**src/rtl/ts_rx_assembler_pkg.sv**
```systemverilog
// -----------------------------------------------------------------------------
// ts_rx_assembler_pkg
// Shared constants and types for the TS1/TS2 receive assembler.
//   COM_SYM / PAD_SYM : K-code values used for framing and padding
//   TS1_ID / TS2_ID   : ordered-set identifier symbols (symbols 6-15)
//   TS_LEN / TS_W     : ordered-set length in symbols and in bits
//   ts_state_e        : assembler FSM states
// -----------------------------------------------------------------------------
package ts_rx_assembler_pkg;

    localparam logic [7:0] COM_SYM = 8'hBC;  // K28.5
    localparam logic [7:0] PAD_SYM = 8'hF7;  // K23.7
    localparam logic [7:0] TS1_ID  = 8'h4A;  // D10.2
    localparam logic [7:0] TS2_ID  = 8'h45;  // D5.2

    localparam int unsigned TS_LEN = 16;
    localparam int unsigned TS_W   = 8 * TS_LEN;

    // Index of the last symbol in a set; reaching it with a good symbol completes the set.
    localparam logic [3:0] LAST_IDX = 4'(TS_LEN - 1);
    // Index of the identifier symbol that fixes the set type.
    localparam logic [3:0] ID_IDX   = 4'd6;

    typedef enum logic {
        StHunt,
        StCollect
    } ts_state_e;

endpackage

```
**src/rtl/ts_rx_assembler_sym_check.sv**
```systemverilog
// -----------------------------------------------------------------------------
// ts_sym_check
// Combinational per-symbol structural check for a TS1/TS2 being collected.
// Ports:
//   i_idx              : position of this symbol within the set (1-15 while collecting)
//   i_sym / i_k        : received symbol and its K flag
//   i_id               : identifier latched from symbol 6 of the current set
//   o_ok               : symbol is legal at this position
//   o_restart_on_com   : symbol is a COM past position 0; the set restarts on it
//   o_id_hit           : symbol 6 is a valid TS1/TS2 identifier
//   o_id_type          : identifier type, 0 = TS1, 1 = TS2
// -----------------------------------------------------------------------------
module ts_sym_check
    import ts_rx_assembler_pkg::*;
#(
    parameter logic [7:0] ComSym = COM_SYM,
    parameter logic [7:0] PadSym = PAD_SYM,
    parameter logic [7:0] Ts1Id  = TS1_ID,
    parameter logic [7:0] Ts2Id  = TS2_ID
) (
    input  logic [3:0] i_idx,
    input  logic [7:0] i_sym,
    input  logic       i_k,
    input  logic [7:0] i_id,
    output logic       o_ok,
    output logic       o_restart_on_com,
    output logic       o_id_hit,
    output logic       o_id_type
);

    logic w_is_com;
    logic w_is_id;
    logic w_pad_slot;

    always_comb begin
        w_is_com   = i_k && (i_sym == ComSym);
        w_is_id    = (i_sym == Ts1Id) || (i_sym == Ts2Id);
        w_pad_slot = (i_idx == 4'd1) || (i_idx == 4'd2);

        o_restart_on_com = w_is_com && (i_idx != 4'd0);
        o_id_hit         = !i_k && (i_idx == ID_IDX) && w_is_id;
        o_id_type        = (i_sym == Ts2Id);

        o_ok = 1'b1;
        if (i_k) begin
            // Only PAD in the link/lane number slots; COM is reported via restart.
            o_ok = w_pad_slot && (i_sym == PadSym);
        end else if (i_idx == ID_IDX) begin
            o_ok = w_is_id;
        end else if (i_idx > ID_IDX) begin
            o_ok = (i_sym == i_id);
        end
    end

endmodule

```
**src/rtl/ts_rx_assembler.sv**
```systemverilog
// -----------------------------------------------------------------------------
// ts_rx_assembler
// Hunts for COM in the decoded per-lane symbol stream, collects 16-symbol
// TS1/TS2 ordered sets, checks their structure and presents each good set
// as a 128-bit word with a one-cycle strobe.
// Ports:
//   i_clk, i_rst      : clock, synchronous active-high reset
//   i_rx_sym, i_rx_k  : received symbol and K flag
//   i_rx_sym_valid    : symbol qualifier; invalid cycles are holes
//   i_rx_elec_idle    : electrical idle, aborts assembly silently
//   o_ts              : last good set, symbol n at [8n+7:8n]
//   o_ts_valid        : one-cycle strobe, o_ts freshly updated
//   o_ts_type         : 0 = TS1, 1 = TS2
//   o_ts_same         : with o_ts_valid, set equals the previous good set
//   o_ts_err          : one-cycle strobe, malformed set discarded
// -----------------------------------------------------------------------------
module ts_rx_assembler
    import ts_rx_assembler_pkg::*;
#(
    parameter logic [7:0] ComSym = COM_SYM,
    parameter logic [7:0] PadSym = PAD_SYM,
    parameter logic [7:0] Ts1Id  = TS1_ID,
    parameter logic [7:0] Ts2Id  = TS2_ID
) (
    input  logic            i_clk,
    input  logic            i_rst,
    input  logic [7:0]      i_rx_sym,
    input  logic            i_rx_k,
    input  logic            i_rx_sym_valid,
    input  logic            i_rx_elec_idle,
    output logic [TS_W-1:0] o_ts,
    output logic            o_ts_valid,
    output logic            o_ts_type,
    output logic            o_ts_same,
    output logic            o_ts_err
);

    ts_state_e       r_state;
    logic [3:0]      r_idx;
    logic [TS_W-1:0] r_buf;       // set under construction
    logic [7:0]      r_id;        // identifier latched from symbol 6
    logic            r_id_type;
    logic [TS_W-1:0] r_ts;        // doubles as the previous-good-set register
    logic            r_ts_valid;
    logic            r_ts_type;
    logic            r_ts_same;
    logic            r_ts_err;
    logic            r_prev_ok;

    logic            w_is_com;
    logic            w_ok;
    logic            w_restart;
    logic            w_id_hit;
    logic            w_id_type;
    logic [TS_W-1:0] w_new_ts;

    ts_sym_check #(
        .ComSym (ComSym),
        .PadSym (PadSym),
        .Ts1Id  (Ts1Id),
        .Ts2Id  (Ts2Id)
    ) u_sym_check (
        .i_idx            (r_idx),
        .i_sym            (i_rx_sym),
        .i_k              (i_rx_k),
        .i_id             (r_id),
        .o_ok             (w_ok),
        .o_restart_on_com (w_restart),
        .o_id_hit         (w_id_hit),
        .o_id_type        (w_id_type)
    );

    always_comb begin
        w_is_com = i_rx_k && (i_rx_sym == ComSym);
        // Symbols 0-14 are already in r_buf when the last one arrives.
        w_new_ts = {i_rx_sym, r_buf[TS_W-9:0]};
    end

    always_ff @(posedge i_clk) begin
        if (i_rst) begin
            r_state    <= StHunt;
            r_idx      <= 4'd0;
            r_buf      <= '0;
            r_id       <= 8'd0;
            r_id_type  <= 1'b0;
            r_ts       <= '0;
            r_ts_valid <= 1'b0;
            r_ts_type  <= 1'b0;
            r_ts_same  <= 1'b0;
            r_ts_err   <= 1'b0;
            r_prev_ok  <= 1'b0;
        end else begin
            r_ts_valid <= 1'b0;
            r_ts_same  <= 1'b0;
            r_ts_err   <= 1'b0;

            if (i_rx_elec_idle) begin
                // Silent abort; the next good set must not claim to repeat the old one.
                r_state   <= StHunt;
                r_idx     <= 4'd0;
                r_prev_ok <= 1'b0;
            end else if (i_rx_sym_valid) begin
                case (r_state)
                    StHunt: begin
                        if (w_is_com) begin
                            r_buf[7:0] <= i_rx_sym;
                            r_idx      <= 4'd1;
                            r_state    <= StCollect;
                        end
                    end

                    StCollect: begin
                        if (w_restart) begin
                            r_ts_err   <= 1'b1;
                            r_buf[7:0] <= i_rx_sym;
                            r_idx      <= 4'd1;
                        end else if (!w_ok) begin
                            r_ts_err <= 1'b1;
                            r_state  <= StHunt;
                            r_idx    <= 4'd0;
                        end else begin
                            r_buf[{r_idx, 3'b000} +: 8] <= i_rx_sym;
                            if (w_id_hit) begin
                                r_id      <= i_rx_sym;
                                r_id_type <= w_id_type;
                            end
                            if (r_idx == LAST_IDX) begin
                                r_ts       <= w_new_ts;
                                r_ts_valid <= 1'b1;
                                r_ts_type  <= r_id_type;
                                r_ts_same  <= r_prev_ok && (w_new_ts == r_ts);
                                r_prev_ok  <= 1'b1;
                                // Back to HUNT now so a COM next cycle starts a new set.
                                r_state    <= StHunt;
                                r_idx      <= 4'd0;
                            end else begin
                                r_idx <= r_idx + 4'd1;
                            end
                        end
                    end
                endcase
            end
        end
    end

    assign o_ts       = r_ts;
    assign o_ts_valid = r_ts_valid;
    assign o_ts_type  = r_ts_type;
    assign o_ts_same  = r_ts_same;
    assign o_ts_err   = r_ts_err;

endmodule

```
**config.mk**
```make
export PLATFORM = sky130hd
export DESIGN_NAME = ts_rx_assembler
export DESIGN_NICKNAME = d
export VERILOG_FILES = /design/src/rtl/ts_rx_assembler_pkg.sv /design/src/rtl/ts_rx_assembler_sym_check.sv /design/src/rtl/ts_rx_assembler.sv
export SDC_FILE = /design/constraint.sdc
export NUM_CORES = 1
export LEC_CHECK = 0
export CORE_UTILIZATION = 50
export DETAILED_ROUTE_END_ITERATION = 6
export GPL_TIMING_DRIVEN = 0
export MAX_ROUTING_LAYER = met4
export PLACE_DENSITY = 0.82
export SYNTH_ARGS = -nofsm -noshare
export SYNTH_HDL_FRONTEND = slang
export SYNTH_SLANG_ARGS = --single-unit
```
**constraint.sdc**
```tcl
create_clock -name i_clk -period 2.6 [get_ports i_clk]
set_input_delay 0.26 -clock i_clk [delete_from_list [all_inputs] [get_ports i_clk]]
set_output_delay 0.26 -clock i_clk [all_outputs]
set_load 0.01 [all_outputs]
```
# Yosys cells after proc, flatten, opt, wreduce, memory -nomap -nowiden
# Index checks and enable logic that the tools add are counted.
# totals
regBits	275
input_bits	13
output_inout_bits	132
elab_cells	76
# op_classes
addsub	2
n_lt_le_gt_ge	1
eq_ne	12
shifts	2
mux	21
bitwise_logic	6
n_reduce_logical	20
# op_table
operator	n
bitwise mux 128 bit	1
equality test 128 bit	1
variable shift 8 x 9 -> 128 bit (first input constant)	1
indexed part select 8 x 9 -> 128 bit	1
2-to-1 mux 8 bit	3
equality test 8 x 7 -> 1 bit (second input constant)	2
equality test 8 bit (second input constant)	2
2-to-1 mux 4 bit	4
case mux 8 bit (2 select lines)	1
AND reduction 6 bit	2
2-to-1 mux 1 bit	10
AND reduction 5 bit	2
negation 7 -> 9 bit	1
equality test 8 bit	1
case mux 4 bit (2 select lines)	1
OR reduction 7 bit	1
logical AND 1 bit	6
NOT 1 bit	6
OR reduction 6 bit	1
adder 4 x 1 -> 4 bit (second input constant)	1
equality test 4 x 1 -> 1 bit (second input constant)	1
equality test 4 x 2 -> 1 bit (second input constant)	1
equality test 4 x 3 -> 1 bit (second input constant)	1
equality test 4 bit (second input constant)	1
11 further kinds	12

# Logic depth before layout (Yosys ltp)
# depth
ltp_word	7
ltp_mapped	12
mapped_depth_nobuf	8

# Hierarchy
# From an unflattened synthesis, not the netlist that was laid out.
# unflattened
cells_unflattened	1344
area_unflattened_um2	11556.1
# modules_own_cells
module	n_inst	cells_per_inst	area_per_inst_um2	seq_area_each_um2
ts_rx_assembler	1	1313	11313.4	5345.1
ts_sym_check	1	31	242.7	0.0

# Least setup slack after synthesis
# No wires, ideal clock.
# synth_timing
path_kind	register -> register
start	reg r_idx[0]
end	reg r_buf[104]
setup_ns	0.087
arrival_ns	2.741
required_ns	2.513
slack_ns	-0.228
stages_incl_launch_ff	12
path_buffers	3
period_less_slack_ns	2.828
cell_sequence	dfxtp_1 > clkbuf_1 > inv_1 > ha_1 > or3b_1 > a41oi_2 > buf_2 > nand4b_1 > nor3_1 > clkbuf_1 > nand3_1 > o31ai_1
# synth_between
elab_chain_len	5
word_cells_on_any_way	17
cone_classes	add/sub: 1; order compare: 1; eq/ne: 3; shift: 2; mux: 4; bitwise: 1; reduce/logical: 5
# synth_rtl
item	line	rtl
start, declared	ts_rx_assembler.sv:39	logic [3:0] r_idx;
start signal, assigned	ts_rx_assembler.sv:137	r_idx <= r_idx + 4'd1;
branches (longest 5 deep; another with negation 7 -> 9 bit)	-	
end signal, assigned by index	ts_rx_assembler.sv:122	r_buf[{r_idx, 3'b000} +: 8] <= i_rx_sym;
end, declared	ts_rx_assembler.sv:40	logic [TS_W-1:0] r_buf;
# Parallel ways; which one is timed is not known.
# A chain may end at the register's enable or synchronous reset.

# Final worst setup path
# layout_timing
start	reg r_idx[0]
end	reg r_ts[35] (netlist: o_ts[35])
# layout_between
elab_chain_len	5
word_cells_on_any_way	14
cone_classes	order compare: 1; eq/ne: 4; mux: 3; bitwise: 1; reduce/logical: 5
# layout_rtl
item	line	rtl
greater-than comparator 4 x 3 -> 1 bit (tied with other cells)	ts_rx_assembler_sym_check.sv:50	end else if (i_idx > ID_IDX) begin
2-to-1 mux 1 bit / logical OR 1 bit (equally long branches)	ts_rx_assembler_sym_check.sv:50, ts_rx_assembler_sym_check.sv:38	
2-to-1 mux 1 bit / logical AND 1 bit (equally long branches)	ts_rx_assembler_sym_check.sv:48, ts_rx_assembler_sym_check.sv:47	
2-to-1 mux 1 bit	ts_rx_assembler_sym_check.sv:45	if (i_k) begin
AND reduction 6 bit (no source line) (*)	-	
end signal, assigned	ts_rx_assembler.sv:128	r_ts <= w_new_ts;
end, declared	ts_rx_assembler.sv:43	logic [TS_W-1:0] r_ts;
# Every way passes the cells marked *; elsewhere a longest branch is shown, timed or not.

==> impl_results.md <==
- Outcome: complete, no violations
- Util after Layout: 0.6540
- Antenna violations before repair: 2
- Die area: 24480 sq um
- # setup viols final: 0
- DP HPWL: 32940 microns
- Yosys reg bits: 267
- Final hold vios: 0
- Syn Nets: 1441
- Area after DPL: 13710 sq um
- Worst Setup End Kind: register
- Die outline height: 156.5 microns
- Post-synthesis sequential area ratio: 0.4480
- Leak Pwr: 5.439 nW
- WP data required: 2.99 ns
- Clock Sinks: 267
- Asr flop ratio synth: 0
- Crit path max fanout: 10
- Vias in the first global route: 11070
- Later-pin clock latency in the skew report: 0.55 ns
- Routed Antenna Nets: 0
- Leading post-synthesis cells by cell area: dfxtp_1 45%, nand2_1 9.6%, mux2i_1 8.2%
- Initial core utilization: 0.5098
- Synth area leader: dfxtp_1
- WHS: 0.1574 ns
- Synth cell types: 61
- Commonest cells after routing, fill and taps aside: 302 x nand2_1, 265 x dfxtp_1, 135 x clkdlybuf4s50_1
- Mapped cell area: 11930 sq um
- TritonCTS clock tree: built
- Grt total ovfl: 0
- Pre-CTS WS: -1.382 ns
- Synth top area share: 0.4480
- Syn. warnings: 0
- Slew @ Worst Pin: 1.008 ns
- First-pass GRT wire length: 66030 microns
- Port Buffers: 135
- Tmin final: 2.580 ns
- Final Skew: 0.01216 ns
- Non-Filler Instances: 1956
- Clock root buffer: clkbuf_16
- CP Data Arrival Time: 2.97 ns
- Synthesized area per cell: 8.390 sq um
- CTS Hold Buffers Added: 0
- Crit Path Class: register to register
- Final Cell Area: 15310 sq um
- Clock Tree Buf Depth: 3
- Pwr Density: 551.2 nW/um^2
- Initial DRC count: 1365
- Fin nets: 1634
- Final Cycle Share: 0.9922
- Core Rows: 56
- Max-slew violations: 0
- Largest net degree at the start of global routing: 16
- Placed Cells: 1876
- IR drop worst, VDD: 0.3950 mV
- Layout cells sized above 1: 0.1009
- CTS buffer count: 28
- Hold crit path type: primary input to register
- Chip width: 156.5 microns
- Area Overhead vs Synth: 28.30%
- Total Power: 8.436 mW
- Gate Count Post-Synth: 1422
- Drt pass-1 iters: 5
- Number of flops mapped to enable cells by yosys: 0
- Top FF cell, synth: dfxtp_1
- F_max: 387.6 MHz
- Final Worst Setup Slack: 0.02027 ns
- # IOs: 145
- Fin Setup TNS: 0 ns
- Clock slew seen by the registers of the worst setup and hold paths: 0.06 ns
- Via-to-Cell Ratio: 5.951
- Htree depth: 1
- GRT Util Overall: 0.3783
- RSZ-0062 raised after global routing: yes
- Gp weighted congestion: 1.027
- Relative slew margins: 0.3104
- Post-Route WL: 45330 microns
- CP startpoint kind: register
- DRC Markers: 0
- Total core area: 23400 sq um
- Max Cap Violations: 0
- Routed wire per std cell: 23.17 microns
- Most common cell after layout, fill and taps aside: nand2_1
- Via count: 11640
## worst paths after layout
| path | to | depth (start not counted) | slack [ns] | startpoint |
|---|---|---|---|---|
| max | o_ts[35] | 12 | 0.02 | r_idx[0] |
| min | r_buf[87] | 3 | 0.16 | i_rx_sym[7] |
| max reg2reg | o_ts[35] | 12 | 0.02 | r_idx[0] |
| min reg2reg | o_ts[104] | 2 | 0.47 | r_buf[104] |
## worst max-delay path, cell delays in order (launching register included)
cell and delay [ns]:
dfxtp_4 0.35, buf_8 0.13, inv_8 0.05, ha_4 0.15, or3b_4 0.41, a41oi_4 0.29
buf_6 0.18, nand4_1 0.12, buf_4 0.20, clkbuf_8 0.19, buf_4 0.19, nand2_1 0.08
a21oi_1 0.06
## synth_stat cells, types with 6 or more instances
master,number
buf_2,23
nor3_1,8
a21oi_1,135
nand2_1,305
inv_1,59
mux2i_1,98
a221oi_1,10
ha_1,6
nand2b_1,65
o2bb2ai_1,6
dfxtp_1,267
nor4_1,15
and2_1,11
nor2_1,64
nand3_1,27
o21ai_0,32
xor2_1,34
xnor2_1,49
nand3b_1,17
clkbuf_1,66
nand4_1,22
nor2b_1,8
o22ai_1,17
## state kept, by name, indices dropped and copies added, names as in the netlist
| name | flops |
|---|---|
| o_ts | 128 |
| o_ts_type | 1 |
| r_idx | 4 |
| r_prev_ok | 1 |
| r_state | 1 |
| r_id_type | 1 |
| o_ts_same | 1 |
| r_id | 8 |
| o_ts_valid | 1 |
| r_buf | 120 |
| o_ts_err | 1 |
## per-layer routing
| metal | up-vias | global-route usage | share of wire |
|---|---|---|---|
| li1 | 5213 | - | - |
| met1 | 5525 | 0.4678 | 0.39 |
| met2 | 747 | 0.5791 | 0.44 |
| met3 | 156 | 0.07616 | 0.11 |
| met4 | 0 | 0.2063 | 0.058 |
| met5 | - | - | 0 |
## cells by family (layout without fill, tap and decap cells)
group                      count (synthesis)  in the layout  share of synthesized area
and+or+nand+nor                          575            575                     0.2282
adders and majority gates                  6              6                   0.006292
DFF                                      267            267                     0.4480
AOI/OAI and AO/OA                        243            243                     0.1241
xor gates and xnor gates                  83             83                    0.06093
other                                      0              2                          0
muxes                                     99             99                    0.08317
buffers and inverters                    149            362                    0.04929
## power breakdown
group | leakage [nW] | switching [mW] | internal [mW]
logic | 2.83 | 0.203 | 0.0614
clock network | 0.460 | 1.70 | 2.38
registers | 2.15 | 0.0000876 | 4.09
## area by class of cell
class	instances	area, sq um
antenna	2	5.005
multi-input combinational	1006	6213
buffer	86	534.3
tap	319	399.1
inverter	59	229.0
clock inverter	12	126.4
clock buffer	38	809.5
timing repair buffer	167	1637
sequential	267	5353
fill	1959	8097
## repair_timing
| action | in CTS | in global routing |
|---|---|---|
| gates cloned | 1 | 0 |
| setup endpoints to repair | 258 | 213 |
| pin swaps | 11 | 8 |
| buffers inserted | 18 | 13 |
| resized for setup | 80 | 48 |
(Power assumes the default switching activity.)
